$ cat src/rtl/wishbone_mst_bus_if_pkg.sv
// rtl/wishbone_mst_bus_if_pkg.sv - state encodings shared by the Wishbone master slice
package wishbone_mst_bus_if_pkg;

  typedef enum logic [1:0] {
    WB_ST_IDLE       = 2'b00,
    WB_ST_BUSY       = 2'b01,
    WB_ST_WAIT_STALL = 2'b10
  } wb_state_t;

endpackage

$ cat src/rtl/wishbone_mst_timeout.sv
// rtl/wishbone_mst_timeout.sv - BUSY-cycle watchdog for the Wishbone master
module wishbone_mst_timeout #(
  parameter int TIMEOUT_CYCLES = 255
) (
  input  logic clk,
  input  logic rst_n,
  input  logic start,
  input  logic busy,
  input  logic ack,
  output logic expired
);

  localparam int CW = $clog2(TIMEOUT_CYCLES + 1);

  logic [CW-1:0] cnt;

  // Fires in the TIMEOUT_CYCLES-th consecutive BUSY cycle that sees no ack.
  assign expired = busy && !ack && (cnt == CW'(TIMEOUT_CYCLES - 1));

  always_ff @(posedge clk or negedge rst_n) begin
    if (!rst_n) begin
      cnt <= '0;
    end else if (start) begin
      cnt <= '0;
    end else if (busy && !ack && !expired) begin
      cnt <= cnt + 1'b1;
    end
  end

endmodule

$ cat src/rtl/wishbone_mst_bus_if.sv
// rtl/wishbone_mst_bus_if.sv - pipeline-to-Wishbone classic master (timeout abort under WB_MST_TIMEOUT_EN)
module wishbone_mst_bus_if
  import wishbone_mst_bus_if_pkg::*;
#(
  parameter int ADDR_WIDTH     = 32,
  parameter int DATA_WIDTH     = 32,
  parameter int SEL_WIDTH      = 4,
  parameter int STALL_WIDTH    = 6,
  parameter int STALL_BIT      = 1,
  parameter int TIMEOUT_CYCLES = 255
) (
  input  logic                   clk,
  input  logic                   rst_n,
  input  logic [STALL_WIDTH-1:0] stall_i,
  input  logic                   flush_i,
  input  logic                   cpu_ce_i,
  input  logic                   cpu_we_i,
  input  logic [ADDR_WIDTH-1:0]  cpu_addr_i,
  input  logic [DATA_WIDTH-1:0]  cpu_data_i,
  input  logic [SEL_WIDTH-1:0]   cpu_sel_i,
  output logic [DATA_WIDTH-1:0]  cpu_data_o,
  output logic                   stallreq_o,
  output logic                   wishbone_cyc_o,
  output logic                   wishbone_stb_o,
  output logic                   wishbone_we_o,
  output logic [ADDR_WIDTH-1:0]  wishbone_addr_o,
  output logic [DATA_WIDTH-1:0]  wishbone_data_o,
  output logic [SEL_WIDTH-1:0]   wishbone_sel_o,
  input  logic [DATA_WIDTH-1:0]  wishbone_data_i,
  input  logic                   wishbone_ack_i,
  output logic                   bus_err_o
);

  wb_state_t             state;
  logic [DATA_WIDTH-1:0] rd_buf;
  logic                  accept;
  logic                  timeout;
  logic                  abort;
  logic                  stage_held;
  logic                  unused_stall;

  assign stage_held   = stall_i[STALL_BIT];
  assign unused_stall = ^stall_i;
  assign accept       = (state == WB_ST_IDLE) && cpu_ce_i && !flush_i;

`ifdef WB_MST_TIMEOUT_EN
  logic in_busy;
  assign in_busy = (state == WB_ST_BUSY);

  wishbone_mst_timeout #(
    .TIMEOUT_CYCLES(TIMEOUT_CYCLES)
  ) u_timeout (
    .clk    (clk),
    .rst_n  (rst_n),
    .start  (accept),
    .busy   (in_busy),
    .ack    (wishbone_ack_i),
    .expired(timeout)
  );
`else
  localparam int unused_timeout_cycles = TIMEOUT_CYCLES;
  assign timeout = 1'b0;
`endif

  // A timeout is handled exactly like a flush; flush also wins over a same-cycle ack.
  assign abort     = flush_i || timeout;
  assign bus_err_o = timeout;

  always_ff @(posedge clk or negedge rst_n) begin
    if (!rst_n) begin
      state           <= WB_ST_IDLE;
      wishbone_cyc_o  <= 1'b0;
      wishbone_stb_o  <= 1'b0;
      wishbone_we_o   <= 1'b0;
      wishbone_addr_o <= '0;
      wishbone_data_o <= '0;
      wishbone_sel_o  <= '0;
      rd_buf          <= '0;
    end else if (abort) begin
      state          <= WB_ST_IDLE;
      wishbone_cyc_o <= 1'b0;
      wishbone_stb_o <= 1'b0;
      wishbone_we_o  <= 1'b0;
      rd_buf         <= '0;
    end else begin
      case (state)
        WB_ST_IDLE: begin
          if (cpu_ce_i) begin
            wishbone_cyc_o  <= 1'b1;
            wishbone_stb_o  <= 1'b1;
            wishbone_we_o   <= cpu_we_i;
            wishbone_addr_o <= cpu_addr_i;
            wishbone_data_o <= cpu_data_i;
            wishbone_sel_o  <= cpu_sel_i;
            state           <= WB_ST_BUSY;
          end
        end
        WB_ST_BUSY: begin
          if (wishbone_ack_i) begin
            wishbone_cyc_o <= 1'b0;
            wishbone_stb_o <= 1'b0;
            wishbone_we_o  <= 1'b0;
            rd_buf         <= wishbone_data_i;
            state          <= stage_held ? WB_ST_WAIT_STALL : WB_ST_IDLE;
          end
        end
        WB_ST_WAIT_STALL: begin
          if (!stage_held) state <= WB_ST_IDLE;
        end
        default: state <= WB_ST_IDLE;
      endcase
    end
  end

  // Gated by rst_n so the pipeline is released the instant reset asserts.
  always_comb begin
    stallreq_o = 1'b0;
    cpu_data_o = '0;
    if (rst_n && !abort) begin
      case (state)
        WB_ST_IDLE: stallreq_o = cpu_ce_i;
        WB_ST_BUSY: begin
          stallreq_o = !wishbone_ack_i;
          if (wishbone_ack_i) cpu_data_o = wishbone_data_i;
        end
        WB_ST_WAIT_STALL: cpu_data_o = rd_buf;
        default: stallreq_o = 1'b0;
      endcase
    end
  end

endmodule
$ cat config.mk
export PLATFORM = sky130hd
export DESIGN_NAME = wishbone_mst_bus_if
export DESIGN_NICKNAME = d
export VERILOG_FILES = /design/src/rtl/wishbone_mst_bus_if_pkg.sv /design/src/rtl/wishbone_mst_timeout.sv /design/src/rtl/wishbone_mst_bus_if.sv
export SDC_FILE = /design/constraint.sdc
export NUM_CORES = 1
export LEC_CHECK = 0
export ABC_AREA = 0
export BUFFER_PORTS_ARGS = -buffer_cell sky130_fd_sc_hd__buf_4
export CORE_AREA = 2 2 99 101
export CTS_CLUSTER_SIZE = 40
export DETAILED_ROUTE_END_ITERATION = 8
export DIE_AREA = 0 0 101 103
export GPL_TIMING_DRIVEN = 0
export PLACE_DENSITY = 0.82
export SLEW_MARGIN = 10
export SYNTH_ARGS = -nofsm -noshare
export SYNTH_HDL_FRONTEND = slang
export SYNTH_SLANG_ARGS = --single-unit
$ cat constraint.sdc
create_clock -name clk -period 4.2 [get_ports clk]
set_clock_uncertainty 0.05 [all_clocks]
set_input_delay 0.63 -clock clk [delete_from_list [all_inputs] [get_ports clk]]
set_output_delay 0.63 -clock clk [all_outputs]
set_load 0.02 [all_outputs]
==> impl_results.md, run 1 <==
- Die Span Y: 103 µm
- Pwr Total: around 3.9 mW
- H-tree depth: 3
- I/O pins: between 200 and 250
- Max-Cap Viols: 0
- Worst vdd ir: 0.365 mV
- Count of cell types in the netlist: 29
- DRT iter0 DRCs: around 140
- Vias in the first global route: 3607
- Outcome: completed
- Slew HR: 49.6%
- Core ar.: 9460 µm²
- First-pass GRT wire length: around 17000 µm
- Root buf cell: clkbuf_8
- Synthesis-stage register bit count: between 100 and 150
- Final period util: a little over two thirds
- Lkg Pwr: slightly above 3 nW
- RSZ-0062 raised after global routing: false
- Post-Synthesis Cells: 392
- Post CTS Setup Buffer Count: 0
- Gp weighted congestion: 0.783
- Mapped Nets: a little over 500
- Fin nets: ~730
- Fin. Hold Viols: 0
- Fmax: between 0.3 and 0.4 GHz
- Clock Latency Late Sink: roughly 0.36 ns
- # DRC: 0
- Gates resized, CTS repair: 0
- Die ar.: ~10000 µm²
- WP data required: between 3 and 4 ns
- Post-route ant nets: 0
- Avg Inst Size Synth: between 10 and 15 µm²
- DR WL met3: approximately 740 µm
- DP HPWL: 9070 µm
- Port buffer count: 210
- Finish-stage setup viols: 0
- Row Count: 36
- Mapped Area: 4510 µm²
- Critical path class: in2out
- Vias per cell: 5.07
- Clock Path Buffers: 2
- CTS Sinks: ~100
- Area grow syn2layout: 42.7%
- Crit path DAT: about 2.3 ns
- Ys Warns: 0
- Worst-path clk slew: around 0.11 ns
- Final Max Slew Viols: 0
- Starting density of the core: 47.7%
- Worst Max-Slew Pin Slew: between 0.7 and 0.8 ns
- Sequential-to-total area share from yosys stat: slightly below 60%
- Grt ovf: 0
- Die Span X: ~100 µm
- Antenna violations before repair: 0
- Routed length per instance: 16.0 µm
- Top layer in use: met4
- # diodes: 0
- Final wirelength: 11700 µm
- Metal2 WL: 6100 µm
- Num CTS Buffers: 9
- Largest net degree at the start of global routing: 60
- Metal-1 WL: roughly 4500 µm
- Cts hold-fix bufs: 0
- PD cells: 606 nW/µm²
- Setup TNS: 0 ns
- Type of origin of the critical path: primary input
- HP Class: in2async
- Tmin final: roughly 2.9 ns
- Fraction of layout cells with a size suffix above 1: about half
- Detailed-route via count: around 3700
- Total track usage: 21.5%
- TritonCTS clock tree: yes
- Crit end category: primary output
- Drt first pass iters: 4
- Worst-path fanout max: 59
cells in the final DEF (no fill, tap or decap), types with 2 or more instances in the layout:
cell | netlist | routed
nor2_1 | 3 | 3
mux2_4 | 20 | 20
buf_6 | 3 | 3
nand2_1 | 97 | 97
ha_1 | 6 | 6
clkinv_4 | 0 | 2
clkinvlp_4 | 0 | 2
nor2b_1 | 2 | 2
dfrtp_1 | 104 | 104
clkbuf_1 | 14 | 14
a21oi_1 | 65 | 65
buf_2 | 7 | 7
nand2b_1 | 4 | 4
clkbuf_8 | 0 | 9
inv_8 | 0 | 2
inv_1 | 2 | 2
buf_4 | 2 | 212
mux2_2 | 48 | 48
cell type report:
cell class                      count  area [µm²]
Fill cell                         712        3020
Timing Repair Buffer              211        1600
Tap cell                          114         143
Multi-Input combinational cell    259        1760
Clock inverter                      6        55.1
Sequential cell                   104        2600
Buffer                             27         140
Clock buffer                        9         124
Inverter                            2        7.51
sequential cells by signal, summed over array words and instances (netlist names):
name             flops
wishbone_addr_o     32
wishbone_sel_o       4
rd_buf              32
wishbone_we_o        1
wishbone_stb_o       1
wishbone_data_o     32
state                2
layer usage:
| metal | vias to the layer above | global-route usage (%) |
|---|---|---|
| li1 | 1761 | - |
| met1 | 1790 | 25.8 |
| met5 | - | 0 |
| met2 | 135 | 36.9 |
| met3 | 24 | 6.44 |
| met4 | 0 | 8.21 |
report_power, final:
part,total [mW],switching (mW),internal [mW]
clock,0.578,0.355,0.223
sequential,1.56,0.200,1.36
combinational,1.77,0.905,0.864
metrics by stage:
| step | hold slack (ns) | instance area (µm²) | cells | worst slack [ns] | util [%] |
|---|---|---|---|---|---|
| 2_1_floorplan | 0.284 | 4510 | 392 | 1.91 | - |
| 3_3_place_gp | 0.440 | 6230 | 716 | 0.758 | 65.9 |
| 3_5_place_dp | 0.445 | 6260 | 717 | 1.19 | 66.2 |
| 4_1_cts | 0.286 | 6440 | 732 | 1.18 | 68.1 |
| 5_1_grt | 0.305 | 6440 | 732 | 1.02 | 68.1 |
| 6_report | 0.262 | 6440 | 732 | 1.26 | 68.1 |
critical path, cell delays in order:
cell and delay (ns):
buf_4 0.58, nand3b_1 0.33, clkbuf_1 0.30, a21oi_1 0.21, buf_4 0.17
worst paths after layout:
path,depth (start not counted),startpoint,slack [ns],end
max in group asynchronous,2,rst_n,3.14,rd_buf[9]
min in group clk,2,cpu_data_i[24],0.43,wishbone_data_o[24]
setup reg to reg,6,state[0],2.35,wishbone_data_o[26]
hold / removal,1,rst_n,0.26,wishbone_data_o[23]
setup / recovery,5,rst_n,1.26,cpu_data_o[20]
hold reg to reg,1,wishbone_addr_o[19],0.46,wishbone_addr_o[19]
cell usage after synthesis (all sizes together):
cell type | instances | share of area [%]
a32oi | 1 | 0.19
conb | 1 | 0.083
mux2i | 1 | 0.22
nor3b | 1 | 0.17
or4b | 1 | 0.22
a31oi | 1 | 0.14
clkbuf | 14 | 1.2
nor2b | 2 | 0.28
a311oi | 1 | 0.19
a21oi | 65 | 7.2
nor2 | 3 | 0.25
nand3 | 1 | 0.11
dfrtp | 104 | 58
inv | 2 | 0.17
and2 | 1 | 0.14
nand2b | 4 | 0.55
nand3b | 2 | 0.42
o32ai | 1 | 0.19
buf | 13 | 1.9
o31ai | 1 | 0.17
a211oi | 1 | 0.17
mux2 | 68 | 19
ha | 6 | 1.7
nand2 | 97 | 8.1
logic make-up (layout without fill, tap and decap cells):
family	count (synthesis)	in the layout	synth area share (%)
AO/OA/AOI/OAI	71	71	8.26
buffers and inverters	29	255	3.27
flip-flops	104	104	57.7
AND/OR/NAND/NOR	112	112	10.2
other	1	1	0.0831
multiplexers	69	69	18.9
adder cells (fa/ha/maj)	6	6	1.66
Power figures use the tool's default switching activity.
==> run 2, diff against run 1 <==
Settings changed: CORE_AREA 2 2 99 101 to 2 2 103 105, DIE_AREA 0 0 101 103 to 0 0 105 107, PLACE_DENSITY 0.82 to 0.77.
Clock period 4.2 ns to 3.05 ns, I/O delays scaled along.
==> run 2 against run 1 <==
Against the previous run:
- power up 44%
- sequential share of layout area decreased by 0.52 points
- critical path depth grew 1
- setup slack got worse by 1.0 ns
- clock power up 73%
==> impl_results.md, run 2 (synthesized netlist as in run 1, its figures left out) <==
- Routed length per instance: between 15 and 20 µm
- Setup TNS: 0 ns
- Clock share of power: about 18%
- Final wirelength: 11900 µm
- Most frequent cells in the layout: buf_4 (212), dfrtp_1 (104), nand2_1 (97)
- Reg2reg end: wishbone_data_o[10]
- WP data required: 2.54 ns
- TritonCTS clock tree: yes
- Finish-stage setup viols: 0
- RR Startpoint: state[0]
- Total track usage: between 20% and 30%
- Root buf cell: clkbuf_8
- Crit path DAT: about 2.3 ns
- Starting density of the core: between 40% and 50%
- Cts hold-fix bufs: 0
- PD cells: ~860 nW/µm²
- Core Util, Final: 64.6%
- Crit end category: primary output
- Largest net degree at the start of global routing: between 50 and 60
- Fin. Hold Viols: 0
- Grt ovf: 0
- Drt first pass iters: 4
- Worst R2R Setup Slack: 1.20 ns
- Worst vdd ir: approximately 0.54 mV
- Cell-internal power: roughly 3.6 mW
- RSZ-0062 raised after global routing: false
- I/O pins: about 220
- H-tree depth: 3
- Flop pwr share: 38.4%
- DP HPWL: 9110 µm
- Tmin final: 2.80 ns
- Num CTS Buffers: 9
- DRT iter0 DRCs: roughly 110
- Core ar.: just over 10000 µm²
- Worst-path fanout max: between 50 and 60
- Die Span X: between 100 and 150 µm
- Area grow syn2layout: 44.5%
- # fillers: just over 800
- Die ar.: between 10000 and 15000 µm²
- # diodes: 0
- Vias per cell: between 4 and 5
- Post CTS Setup Buffer Count: 0
- Clock Path Buffers: 2
- Antenna violations before repair: 0
- Gate power share: between 40 and 50%
- Vias in the first global route: 3786
- HP Class: in2async
- Slew HR: between 50 and 60%
- Commonest non-fill, non-tap cell in the layout: buf_4
- Fin nets: between 700 and 800
- CTS Sinks: approximately 100
- # DRC: 0
- Final period util: 91.7%
- Worst-path clk slew: approximately 0.11 ns
- Type of origin of the critical path: primary input
- Worst Max-Slew Pin Slew: around 0.73 ns
- Gp weighted congestion: approximately 0.79
- Row Count: 37
- Gates resized, CTS repair: 0
- Clock Latency Late Sink: between 0.3 and 0.4 ns
- First-pass GRT wire length: around 18000 µm
- Pwr Total: roughly 5.6 mW
- Fmax: roughly 0.36 GHz
- Max-Cap Viols: 0
- Port buffer count: 210
- Final Max Slew Viols: 0
- Sw Share: a little over a third
- Fin worst setup slack: 0.253 ns
- Lkg Pwr: between 3 and 4 nW
- Outcome: completed
- R2R cell count: 6
- Post-route ant nets: 0
- Setup WS pre-CTS: ~0.19 ns
- Detailed-route via count: roughly 3700
- Die Span Y: between 100 and 150 µm
- Critical path class: in2out
- Largest regs: rd_buf (32), wishbone_addr_o (32), wishbone_data_o (32)
- P_sw: just over 2 mW
- Fraction of layout cells with a size suffix above 1: about half
## run 2: cell count changes in the layout (fill, tap and decap cells not counted), sizes merged
cell | previous run | this run
clkinv | 2 | 1
clkinvlp | 2 | 0
clkbuf | 23 | 24
inv | 4 | 5
bufinv | 0 | 2
## run 2: final cells by class
class / instances / area, µm² / share of cell area, %
sequential: 104 / 2600 / 39.9
buffer: 27 / 140 / 2.15
clock inverter: 6 / 97.6 / 1.50
timing repair buffer: 211 / 1600 / 24.6
clock buffer: 10 / 138 / 2.11
inverter: 2 / 7.51 / 0.115
multi-input combinational: 259 / 1760 / 27.0
tap: 136 / 170 / 2.61
## run 2: worst max-delay path, cell delays in order
cell	delay (ns)
buf_4	0.57
buf_16	0.32
nand3b_1	0.22
clkbuf_1	0.29
a21oi_1	0.22
buf_4	0.17
## run 2: power by group through the flow
| stage | clock network, mW | registers (mW) | logic, mW |
|---|---|---|---|
| global route | 1.08 | 2.21 | 2.60 |
| global placement | 0 | 2.13 | 2.40 |
| finish | 1.00 | 2.15 | 2.45 |
| floorplan | 0 | 2.67 | 0.838 |
| CTS | 1.03 | 2.15 | 2.47 |
| detailed placement | 0 | 2.17 | 2.47 |
## run 2: worst max path at each step
stage | from | end | cells past startpoint
floorplan | state[1] | cpu_data_o[10] | 7
global placement | rst_n | cpu_data_o[14] | 5
detailed placement | rst_n | cpu_data_o[14] | 6
CTS | rst_n | cpu_data_o[14] | 6
global route | rst_n | cpu_data_o[7] | 6
finish | rst_n | cpu_data_o[14] | 6
## run 2: through the flow
step | hold slack, ns | cells | area (µm²)
2_1_floorplan | 0.112 | 392 | 4510
3_3_place_gp | 0.439 | 738 | 6260
3_5_place_dp | 0.444 | 739 | 6290
4_1_cts | 0.0809 | 755 | 6520
5_1_grt | 0.125 | 755 | 6520
6_report | 0.0797 | 755 | 6520
## run 2: metal layers
layer  track usage [%]  vias to the layer above  part of all wire (%)
met5                 0                        -                     0
met3              5.96                       16                   6.9
met2              36.7                      133                    52
li1                  -                     1760                     -
met1              23.9                     1806                    39
met4              9.24                        0                   1.8
